### src/rtl/periph_bus_pkg.sv
// Shared types and helpers for the two-master peripheral bus arbiter.
package periph_bus_pkg;

  // Transaction sequencer states: arbitrate, strobe the slave, acknowledge.
  typedef enum logic [1:0] {
    IDLE = 2'd0,
    XFER = 2'd1,
    DONE = 2'd2
  } state_e;

  // Encoding of the grant output: which master owns the current transaction.
  localparam logic GRANT_CPU = 1'b0;
  localparam logic GRANT_DMA = 1'b1;

  // The DMA master wins when it holds the burst lock, when it has been starved
  // long enough, or simply when the CPU is not asking. Otherwise the CPU wins.
  function automatic logic pick_dma(input logic cpu_req,
                                    input logic dma_req,
                                    input logic locked,
                                    input logic starved);
    return dma_req & (locked | starved | ~cpu_req);
  endfunction

endpackage : periph_bus_pkg

### src/rtl/periph_bus_arbiter.sv
// Two-master arbiter/sequencer for the shared peripheral bus. Each access is
// serialised into a 3-cycle IDLE -> XFER -> DONE transaction: registered slave
// address/data/strobe in XFER, registered read data and a one-cycle ack in
// DONE. The CPU (master 0) has fixed priority; the DMA engine (master 1) gets a
// starvation escape after MAX_WAIT lost arbitrations and can lock the bus for
// back-to-back bursts.
module periph_bus_arbiter
  import periph_bus_pkg::*;
#(
  parameter int ADDR_W   = 32,
  parameter int DATA_W   = 32,
  parameter int MAX_WAIT = 8,
  parameter int WAIT_W   = 4
) (
  input  logic              sysclk,
  input  logic              reset,

  input  logic              m0_req,
  input  logic [ADDR_W-1:0] m0_addr,
  input  logic              m0_rd,
  input  logic              m0_wr,
  input  logic [DATA_W-1:0] m0_wdata,
  output logic              m0_ack,
  output logic [DATA_W-1:0] m0_rdata,
  output logic              m0_stall,

  input  logic              m1_req,
  input  logic              m1_lock,
  input  logic [ADDR_W-1:0] m1_addr,
  input  logic              m1_rd,
  input  logic              m1_wr,
  input  logic [DATA_W-1:0] m1_wdata,
  output logic              m1_ack,
  output logic [DATA_W-1:0] m1_rdata,

  output logic [ADDR_W-1:0] s_addr,
  output logic              s_rd,
  output logic              s_wr,
  output logic [DATA_W-1:0] s_wdata,
  input  logic [DATA_W-1:0] s_rdata,

  output logic              grant
);

  localparam logic [WAIT_W-1:0] WAIT_LIMIT = WAIT_W'(MAX_WAIT);

  // Sequencer and arbitration state
  state_e              state_q,    state_d;
  logic                grant_q,    grant_d;
  logic [WAIT_W-1:0]   wait_cnt_q, wait_cnt_d;
  logic                lock_q,     lock_d;

  // Registered slave-side outputs
  logic [ADDR_W-1:0]   s_addr_q,   s_addr_d;
  logic [DATA_W-1:0]   s_wdata_q,  s_wdata_d;
  logic                s_rd_q,     s_rd_d;
  logic                s_wr_q,     s_wr_d;

  // Registered master-side outputs
  logic                m0_ack_q,   m0_ack_d;
  logic                m1_ack_q,   m1_ack_d;
  logic [DATA_W-1:0]   m0_rdata_q, m0_rdata_d;
  logic [DATA_W-1:0]   m1_rdata_q, m1_rdata_d;

  // Arbitration result for the current IDLE cycle
  logic                any_req;
  logic                starved;
  logic                pick_m1;
  logic [ADDR_W-1:0]   sel_addr;
  logic [DATA_W-1:0]   sel_wdata;
  logic                sel_rd;
  logic                sel_wr;
  logic [DATA_W-1:0]   captured;

  // Decide which master would win if the bus were sampled now, and mux its request.
  always_comb begin
    any_req   = m0_req | m1_req;
    starved   = (wait_cnt_q == WAIT_LIMIT);
    pick_m1   = pick_dma(m0_req, m1_req, lock_q, starved);
    sel_addr  = pick_m1 ? m1_addr  : m0_addr;
    sel_wdata = pick_m1 ? m1_wdata : m0_wdata;
    sel_rd    = pick_m1 ? m1_rd    : m0_rd;
    sel_wr    = pick_m1 ? m1_wr    : m0_wr;
  end

  // All state registers; asynchronous assert, release is taken on a clock edge.
  // NOTE: sequential state uses non-blocking (<=) so every flop samples the
  // pre-edge value of its _d; blocking here would create order-dependent races.
  always_ff @(posedge sysclk or negedge reset) begin
    if (!reset) begin
      // NOTE: every register, data paths included, is reset so the bus comes up
      // with no strobe, no ack and deterministic read data.
      state_q    <= IDLE;
      grant_q    <= GRANT_CPU;
      wait_cnt_q <= '0;
      lock_q     <= 1'b0;
      s_addr_q   <= '0;
      s_wdata_q  <= '0;
      s_rd_q     <= 1'b0;
      s_wr_q     <= 1'b0;
      m0_ack_q   <= 1'b0;
      m1_ack_q   <= 1'b0;
      m0_rdata_q <= '0;
      m1_rdata_q <= '0;
    end else begin
      state_q    <= state_d;
      grant_q    <= grant_d;
      wait_cnt_q <= wait_cnt_d;
      lock_q     <= lock_d;
      s_addr_q   <= s_addr_d;
      s_wdata_q  <= s_wdata_d;
      s_rd_q     <= s_rd_d;
      s_wr_q     <= s_wr_d;
      m0_ack_q   <= m0_ack_d;
      m1_ack_q   <= m1_ack_d;
      m0_rdata_q <= m0_rdata_d;
      m1_rdata_q <= m1_rdata_d;
    end
  end

  // Next state, grant owner, starvation counter and burst lock.
  always_comb begin
    // NOTE: each variable gets a default before the case so no path leaves it
    // unassigned, which would otherwise infer a latch.
    state_d    = state_q;
    grant_d    = grant_q;
    wait_cnt_d = wait_cnt_q;
    lock_d     = lock_q;

    case (state_q)
      IDLE: begin
        // The lock only survives while the DMA keeps requesting and keeps winning.
        if (!m1_req || (m0_req && !pick_m1)) begin
          lock_d = 1'b0;
        end
        if (any_req) begin
          state_d = XFER;
          grant_d = pick_m1 ? GRANT_DMA : GRANT_CPU;
          if (pick_m1) begin
            wait_cnt_d = '0;
          end else if (m1_req && !starved) begin
            wait_cnt_d = wait_cnt_q + 1'b1;
          end
        end
      end
      XFER: begin
        state_d = DONE;
      end
      DONE: begin
        state_d = IDLE;
        lock_d  = (grant_q == GRANT_DMA) & m1_lock;
      end
      default: begin
        state_d = IDLE;
      end
    endcase
  end

  // Registered outputs: latch the winner's request, strobe for one cycle, ack for one cycle.
  always_comb begin
    s_addr_d   = s_addr_q;
    s_wdata_d  = s_wdata_q;
    s_rd_d     = 1'b0;
    s_wr_d     = 1'b0;
    m0_ack_d   = 1'b0;
    m1_ack_d   = 1'b0;
    m0_rdata_d = m0_rdata_q;
    m1_rdata_d = m1_rdata_q;
    // Only a real read returns slave data; writes and empty accesses return zero.
    captured   = s_rd_q ? s_rdata : '0;

    case (state_q)
      IDLE: begin
        if (any_req) begin
          s_addr_d  = sel_addr;
          s_wdata_d = sel_wdata;
          s_wr_d    = sel_wr;
          s_rd_d    = sel_rd & ~sel_wr;  // a write always beats a simultaneous read
        end
      end
      XFER: begin
        if (grant_q == GRANT_DMA) begin
          m1_ack_d   = 1'b1;
          m1_rdata_d = captured;
        end else begin
          m0_ack_d   = 1'b1;
          m0_rdata_d = captured;
        end
      end
      default: begin
      end
    endcase
  end

  assign s_addr   = s_addr_q;
  assign s_wdata  = s_wdata_q;
  assign s_rd     = s_rd_q;
  assign s_wr     = s_wr_q;
  assign m0_ack   = m0_ack_q;
  assign m1_ack   = m1_ack_q;
  assign m0_rdata = m0_rdata_q;
  assign m1_rdata = m1_rdata_q;
  assign grant    = grant_q;
  assign m0_stall = m0_req & ~m0_ack_q;

endmodule : periph_bus_arbiter
### config.mk
export PLATFORM = sky130hd
export DESIGN_NAME = periph_bus_arbiter
export DESIGN_NICKNAME = d
export VERILOG_FILES = /design/src/rtl/periph_bus_pkg.sv /design/src/rtl/periph_bus_arbiter.sv
export SDC_FILE = /design/constraint.sdc
export NUM_CORES = 1
export LEC_CHECK = 0
export CORE_MARGIN = 3
export CORE_UTILIZATION = 42
export CTS_CLUSTER_DIAMETER = 200
export DETAILED_ROUTE_END_ITERATION = 6
export HOLD_SLACK_MARGIN = 0.06
export PLACE_DENSITY = 0.92
export SETUP_SLACK_MARGIN = 0.15
export SLEW_MARGIN = 25
export SYNTH_ARGS = -nofsm -noshare
export SYNTH_HDL_FRONTEND = slang
export SYNTH_SLANG_ARGS = --single-unit
### constraint.sdc
create_clock -name sysclk -period 2.3 [get_ports sysclk]
set_input_delay 0.46 -clock sysclk [delete_from_list [all_inputs] [get_ports sysclk]]
set_output_delay 0.46 -clock sysclk [all_outputs]
set_load 0.005 [all_outputs]
Yosys cells after proc, flatten, opt, wreduce, memory -nomap -nowiden
Cells that the tools add are included.
W data, S select, Z words.

storage, ports and cells
  memory bits (read-only) = 0
  input bits = 169
  bits in writable memories = 0
  register bits = 140
  memories kept = 0
  bits in latches = 0

cells by class
  multipliers = 0
  div/mod/pow operators = 0
  $lt $le $gt $ge = 0
  equal/unequal tests = 5
  reduce and logical (&&, ||, !) cells = 14
  multiplexer cells = 20
  shift-type cells = 0
  bitwise operators = 11
  $add $sub $neg = 1

operator list
  cell                   number
  $mux W32               3
  $mux W1                12
  $mux W4                2
  $reduce_and A2 Y1      4
  $add A4 B1 Y4 const B  1
  $and A1 B1 Y1          4
  $eq A4 B4 Y1 const B   1
  $ne A2 B2 Y1 const B   2
  $not A1 Y1             4
  $pmux W2 S2            1
  $reduce_bool A2 Y1     2
  $logic_not A1 Y1       3
  $or A1 B1 Y1           3
  $reduce_and A3 Y1      1
  $eq A2 B1 Y1 const B   1
  $eq A2 B2 Y1 const B   1
  $logic_and A1 B1 Y1    2
  $logic_not A2 Y1       1
  $mux W2                1
  $pmux W1 S2            1
  $logic_or A1 B1 Y1     1

Depth between registers and ports, before layout
Gate-level depths: netlist of the first run.

  word-level depth = 9
  mapped depth = 8
  mapped depth without buffers = 5

Worst setup path after synthesis of the first run
Ideal clock, no wire load.

  path type = flip-flop to flip-flop
  start = register wait_cnt_q[0]
  end = register wait_cnt_q[3]
  setup slack = 679 ps
  buffers on the path = 1
  period minus slack after synthesis = 1621 ps
  required time = 2214 ps
  arrival = 1535 ps
  cell stages (with the launch flop) = 7
  cells stage by stage = dfrtp_1 -> inv_1 -> ha_1 -> and3b_1 -> buf_6 -> or4_4 -> o221ai_2

between the ends
  longest elaborated chain between the ends = 6

ends and longest elaborated chain
  element                       line                       RTL
  start, declared               periph_bus_arbiter.sv:50   logic [WAIT_W-1:0] wait_cnt_q, wait_cnt_d;
  start signal, assigned        periph_bus_arbiter.sv:108  wait_cnt_q <= wait_cnt_d;
  $eq A4 B4 Y1                  periph_bus_arbiter.sv:78   starved = (wait_cnt_q == WAIT_LIMIT);
  $or A1 B1 Y1 (2 in series)    periph_bus_pkg.sv:21       return dma_req & (locked | starved | ~cpu_req);
  $and A1 B1 Y1                 periph_bus_pkg.sv:21
  $reduce_bool A2 Y1 (no line)  n/a
  $reduce_and A3 Y1 (no line)   n/a

Parallel ways exist; a longest one is shown, timed or not. The select of a mux whose other input is x is not followed.
A chain may end at the register's enable or synchronous reset.

Worst setup path in the final report of the first run
  start = input port m0_req
  end = output port m0_stall

between the ends
  longest elaborated chain between the ends = 1

ends and longest elaborated chain
  element          line                       RTL
  start, declared  periph_bus_arbiter.sv:18   input logic m0_req,
  $and A1 B1 Y1    periph_bus_arbiter.sv:204  assign m0_stall = m0_req & ~m0_ack_q;
  end, declared    periph_bus_arbiter.sv:25   output logic m0_stall,

Every way passes these cells.

==> flow_summary.ini, run 1 <==
[run_status]
status = complete, no violations

[setup_path]
crit_family = buffers and inverters
crit_slowest_cell = clkdlybuf4s50_1
crit_fanout = 4
r2r_slack_ps = 490
path_class = input pin to output pin
max_stage_delay_ps = 500
endpoint_kind = output pin
crit_path_start = m0_req
crit_chain = dlygate4sd2_1, nor2b_1, clkdlybuf4s50_1
start_kind = input pin
worstPathRequired_ps = 1840
cp.arrival_ps = 1430
worstReg2RegStart = state_q[1]
cp.buffers_inverters = 2

[timing]
min_period_ps = 1890
finalSetupViolCount = 0
max-slew-margin-rel = 0.622
final_max_slew_viol_count = 0
fin_ws_ps = 409
max_clock_freq_ghz = 0.529
fin_crit_sh = 0.822
fin_skew_ps = 8.15
rsz0062_at_grt = false
worstMarginPinSlew_ps = 568
hold_viol = 0
setup_tns_ps = 0

[global_route]
grt_pass1_vias = 6746
grt_overflow = 0
grt_pass1_wl_um = 34600
grt_max_degree = 66
grtUsageTotal = 0.259
grt_antenna_before_repair = 0

[logic_synthesis]
syn-cell-area_mm2 = 0.00654
synthArstFlopShare = 1.00
synth-main-ff-cell = dfrtp_1
ys_ff_latch = 140
synth.largest_area_cell = dfrtp_1
synth_top_area_share = 0.536
synth-edff-count = 0
synthDistinctLibCells = 34
yosys-top-cells-area = dfrtp_1 54%, o211ai_1 15%, a31oi_1 6.1%
yosysSeqAreaShare = 0.536
synth_nets = 857
yosysWarnings = 0
synth_area_per_cell_um2 = 9.53
syn_inst = 686

[floorplanning]
std_cell_rows = 44
core_mm2 = 0.0149
die_h_um = 131
initial_core_util = 0.440
io_pins = 303
dieArea_mm2 = 0.0171
fp.dieW_um = 131

[drt]
drt_pass1_iterations = 5
antenna_left = 0
finalWirelength_um = 22500
drt-initial-drc-count = 418
route.detailed.wl_per_inst_um = 19.6
vias_per_cell = 5.90
drc = 0
num_vias = 6757

[power_and_ir_drop]
power_density_mw_per_mm2 = 1250
p_leak_nw = 3.97
total_power_w = 0.0130
ir_drop_mv = 0.688

[cts]
cts_sinks = 140
h-tree-depth = 4
cts.clk_slew.worst_paths_ps = 50
insertion_delay_ps = 410
clockBufferDepth = 2
post-cts-setup-buffers = 0
cts_tree = done
cts_root_buffer = clkbuf_16
cts_buffers = 17

[layout]
diodes = 0
synthToLayoutAreaGrowth_pct = 58.0
drive_above_1_share = 0.0728
fin_util = 0.695
nFillCells = 1112
layout.nets = 1120

[placement]
place.detailed.hpwl_um = 15500
place_ws_ps = 141
gp_congestion = 0.799
numPortBuffers = 302

[worst_hold_path]
min_from = m0_rdata[2]
min_path_type = register to register

[run]
max-cap-violations = 0
## per-stage QoR
stage	instances	cell area (µm²)	hold WS (ps)
3_3_place_gp	1113	9700	444
2_1_floorplan	686	6540	164
3_5_place_dp	1113	9700	449
5_1_grt	1145	10300	496
6_report	1145	10300	476
4_1_cts	1145	10300	482
## routing by layer
layer / routed length [µm] / vias to the layer above / part of all wire / global-route usage
li1: - / 3088 / - / -
met1: 8440 / 3236 / 0.37 / 0.296
met2: 11100 / 379 / 0.49 / 0.443
met3: 2230 / 54 / 0.099 / 0.0955
met4: 761 / 0 / 0.034 / 0.102
met5: 0 / - / 0 / 0
## state kept, by name, indices dropped and copies added, names as in the netlist, 2 cells and up
name,flops
s_addr,32
s_wdata,32
wait_cnt_q,4
m1_rdata,32
m0_rdata,32
state_q,2
## Yosys cell counts, drive strengths merged (3+ instances only)
| cell type | n |
|---|---|
| clkbuf | 56 |
| and2b | 3 |
| o21ai | 66 |
| inv | 8 |
| dfrtp | 140 |
| nand2 | 101 |
| a31oi | 64 |
| a21oi | 66 |
| buf | 27 |
| o211ai | 130 |
## cell families (layout without fill, tap and decap cells)
family / count (synthesis) / in the layout / share of synthesized area
AOI/OAI and AO/OA: 332 / 332 / 0.321
DFF: 140 / 140 / 0.536
and+or+nand+nor: 120 / 120 / 0.0794
buffers and inverters: 91 / 366 / 0.0587
adders and majority gates: 2 / 2 / 0.00383
muxes: 1 / 1 / 0.00172
## tightest hold or removal path, stage by stage (launching register included)
cell and delay, ps:
dfrtp_1 330, nand2_1 50, o21ai_0 60
## cell usage in the layout (no fill, tap or decap), types with 3 or more instances in the layout
cell type / instances
nand2_1: 101
and2b_2: 3
clkbuf_16: 17
buf_12: 6
clkinvlp_4: 3
o21ai_1: 10
inv_1: 6
clkdlybuf4s50_1: 299
a31oi_1: 64
clkbuf_8: 4
buf_4: 18
o21ai_0: 56
dfrtp_1: 140
o211ai_1: 130
a21oi_1: 66
bufinv_16: 3
## where the power goes
part	internal (W)	total, W	leakage, nW	switching, W
Combinational	0.00305	0.00586	1.93	0.00282
Clock	0.00182	0.00285	0.295	0.00103
Sequential	0.00358	0.00425	1.75	0.000663
## repair_timing
action	in CTS	in global routing
endpoints found under the setup margin	1	0
gates resized for setup	1	0
hold buffers	1	0
endpoints found under the hold margin	48	0
## cell type report
cell class / count / area, µm² / share of cell area
sequential: 140 / 3500 / 0.339
timing repair buffer: 327 / 3280 / 0.318
clock buffer: 22 / 484 / 0.0469
tap: 184 / 230 / 0.0223
multi-input combinational: 455 / 2670 / 0.258
clock inverter: 9 / 135 / 0.0131
inverter: 8 / 30.0 / 0.00291
## final timing paths
kind	to	depth (start not counted)
worst max-delay path	m0_stall	3
min in group asynchronous	m0_rdata[25]	2
worst min register to register	m0_rdata[2]	2
max in group asynchronous	m1_rdata[12]	3
worst min-delay path	m0_rdata[2]	2
worst max register to register	m0_rdata[29]	3
No activity file was read; power rests on OpenSTA's default activity.
==> run 2: changes to the inputs <==
clock period = 1.8 ns   (was 2.3 ns; I/O delays follow)
==> run 2 against run 1 <==
  * Final cell count rose by 2.1%
  * Largest power group unchanged
  * Sequential power grew 26%
  * Setup slack worse by 250 ps
  * Wire length up 4.0%
  * Largest cell class is now buffers
  * Design area up 3.9%
  * Critical path type is now register to register
  * Highest routed layer unchanged
  * Critical endpoint is now wait_cnt_q[0]
  * Combinational power increased by 27%
==> flow_summary.ini, run 2 (synthesis results as in run 1) <==
[run_status]
status = complete, no violations

[power_and_ir_drop]
ir_drop_mv = 0.745
p_leak_nw = 5.23
total_power_w = 0.0164
power_density_mw_per_mm2 = 1530

[layout]
nFillCells = 1003
synthToLayoutAreaGrowth_pct = 64.2
multi_input_area_mm2 = 0.00267
drive_above_1_share = 0.0955
layout.nets = 1142
seq_area_mm2 = 0.00350
layout_common_cells = 170 x clkdlybuf4s50_1, 140 x dfrtp_1, 130 x o211ai_1, 101 x nand2_1, 70 x dlymetal6s2s_1
layout_commonest_cell = clkdlybuf4s50_1
stdcell_area_mm2 = 0.0107
fin_util = 0.722

[cts]
clockBufferDepth = 2
h-tree-depth = 4
cts_tree = done
cts.clk_slew.worst_paths_ps = 60
cts_sinks = 140
cts_root_buffer = clkbuf_16
insertion_delay_ps = 410
cts_buffers = 17

[timing]
max-slew-margin-rel = 0.657
fin_skew_ps = 10.1
final_max_slew_viol_count = 0
fin_crit_sh = 0.913
hold_viol = 0
rsz0062_at_grt = true
max_clock_freq_ghz = 0.608
min_period_ps = 1640
finalSetupViolCount = 0
worstMarginPinSlew_ps = 515
fin_hold_ws_ps = 473

[floorplanning]
die_h_um = 131
std_cell_rows = 44
core_mm2 = 0.0149
fp.dieW_um = 131
dieArea_mm2 = 0.0171
initial_core_util = 0.440
io_pins = 303

[placement]
gp_congestion = 0.822
numPortBuffers = 302
place_area_mm2 = 0.00993
place.detailed.hpwl_um = 16200

[setup_path]
crit_fanout = 25
path_class = register to register
worstPathRequired_ps = 2090
start_kind = register
cp.arrival_ps = 1940
endpoint_kind = register

[drt]
drt_pass1_iterations = 6
finalWirelength_um = 23400
antenna_left = 0
drt-initial-drc-count = 468
num_vias = 6836
drc = 0
route.detailed.wl_per_inst_um = 20.0
vias_per_cell = 5.85

[global_route]
grt_antenna_before_repair = 1
grtUsageTotal = 0.257
grt_pass1_wl_um = 34500
grt_pass1_vias = 6811
grt_overflow = 0
grt_max_degree = 66

[worst_hold_path]
min_path_type = input pin to asynchronous set/reset pin

[run]
max-cap-violations = 0
==> run 2: per-stage QoR <==
stage | TNS [ps] | setup WS (ps) | instances
after global routing | 0 | 93.7 | 1169
final | 0 | 156 | 1169
after detailed placement | -12430 | -237 | 1127
after CTS | 0 | 151 | 1163
after global placement | -7400 | -140 | 1127
after floorplan | 0 | 179 | 686
==> run 2: report_power, final <==
group / internal, W / leakage, nW / switching [W]
registers: 0.00458 / 1.75 / 0.000792
logic: 0.00367 / 3.18 / 0.00375
clock network: 0.00233 / 0.299 / 0.00132
==> run 2: worst max-delay path: stages, from the launching register on <==
cell and delay [ps]:
dfrtp_1 390, inv_1 100, ha_2 190, and3b_2 260
buf_6 230, nor3_1 90, mux2_2 270
==> run 2: routing by layer <==
layer  wire, µm  global-route usage
met4        841               0.103
met2      11600               0.448
met5          0                   0
met3       2070              0.0817
met1       8930               0.293
==> run 2: final timing paths <==
kind                                from            end  slack (ps)  cells after the start
max reg2reg                wait_cnt_q[0]  wait_cnt_q[0]         160                      6
min reg2reg                  m0_rdata[0]    m0_rdata[0]         470                      2
min in group sysclk          m0_rdata[0]    m0_rdata[0]         470                      2
max                        wait_cnt_q[0]  wait_cnt_q[0]         160                      6
min                                reset   m1_rdata[21]         470                      2
max in group asynchronous          reset    s_wdata[16]         630                      3
==> run 2: cell type report <==
| cell class | instances | area share |
|---|---|---|
| clock buffer | 22 | 0.0451 |
| sequential | 140 | 0.326 |
| timing repair buffer | 349 | 0.343 |
| multi-input combinational | 455 | 0.248 |
| inverter | 8 | 0.00280 |
| tap | 184 | 0.0214 |
| clock inverter | 10 | 0.0127 |
| antenna | 1 | 0.000233 |
==> run 2: timing repair <==
action / 4_1_cts / 5_1_grt
setup endpoints to repair: 61 / 107
hold buffers: 1 / 0
endpoints found under the hold margin: 45 / 0
cloned: 0 / 0
gates resized for setup: 61 / 72
pin swaps: 0 / 1
setup buffers: 3 / 5
==> run 3: changes to the inputs <==
CAP_MARGIN = 20   (was default)
SLEW_MARGIN = default   (was 25)
==> results of run 3 <==
Same layout as run 2: the final DEF is identical, and so are final timing and power.
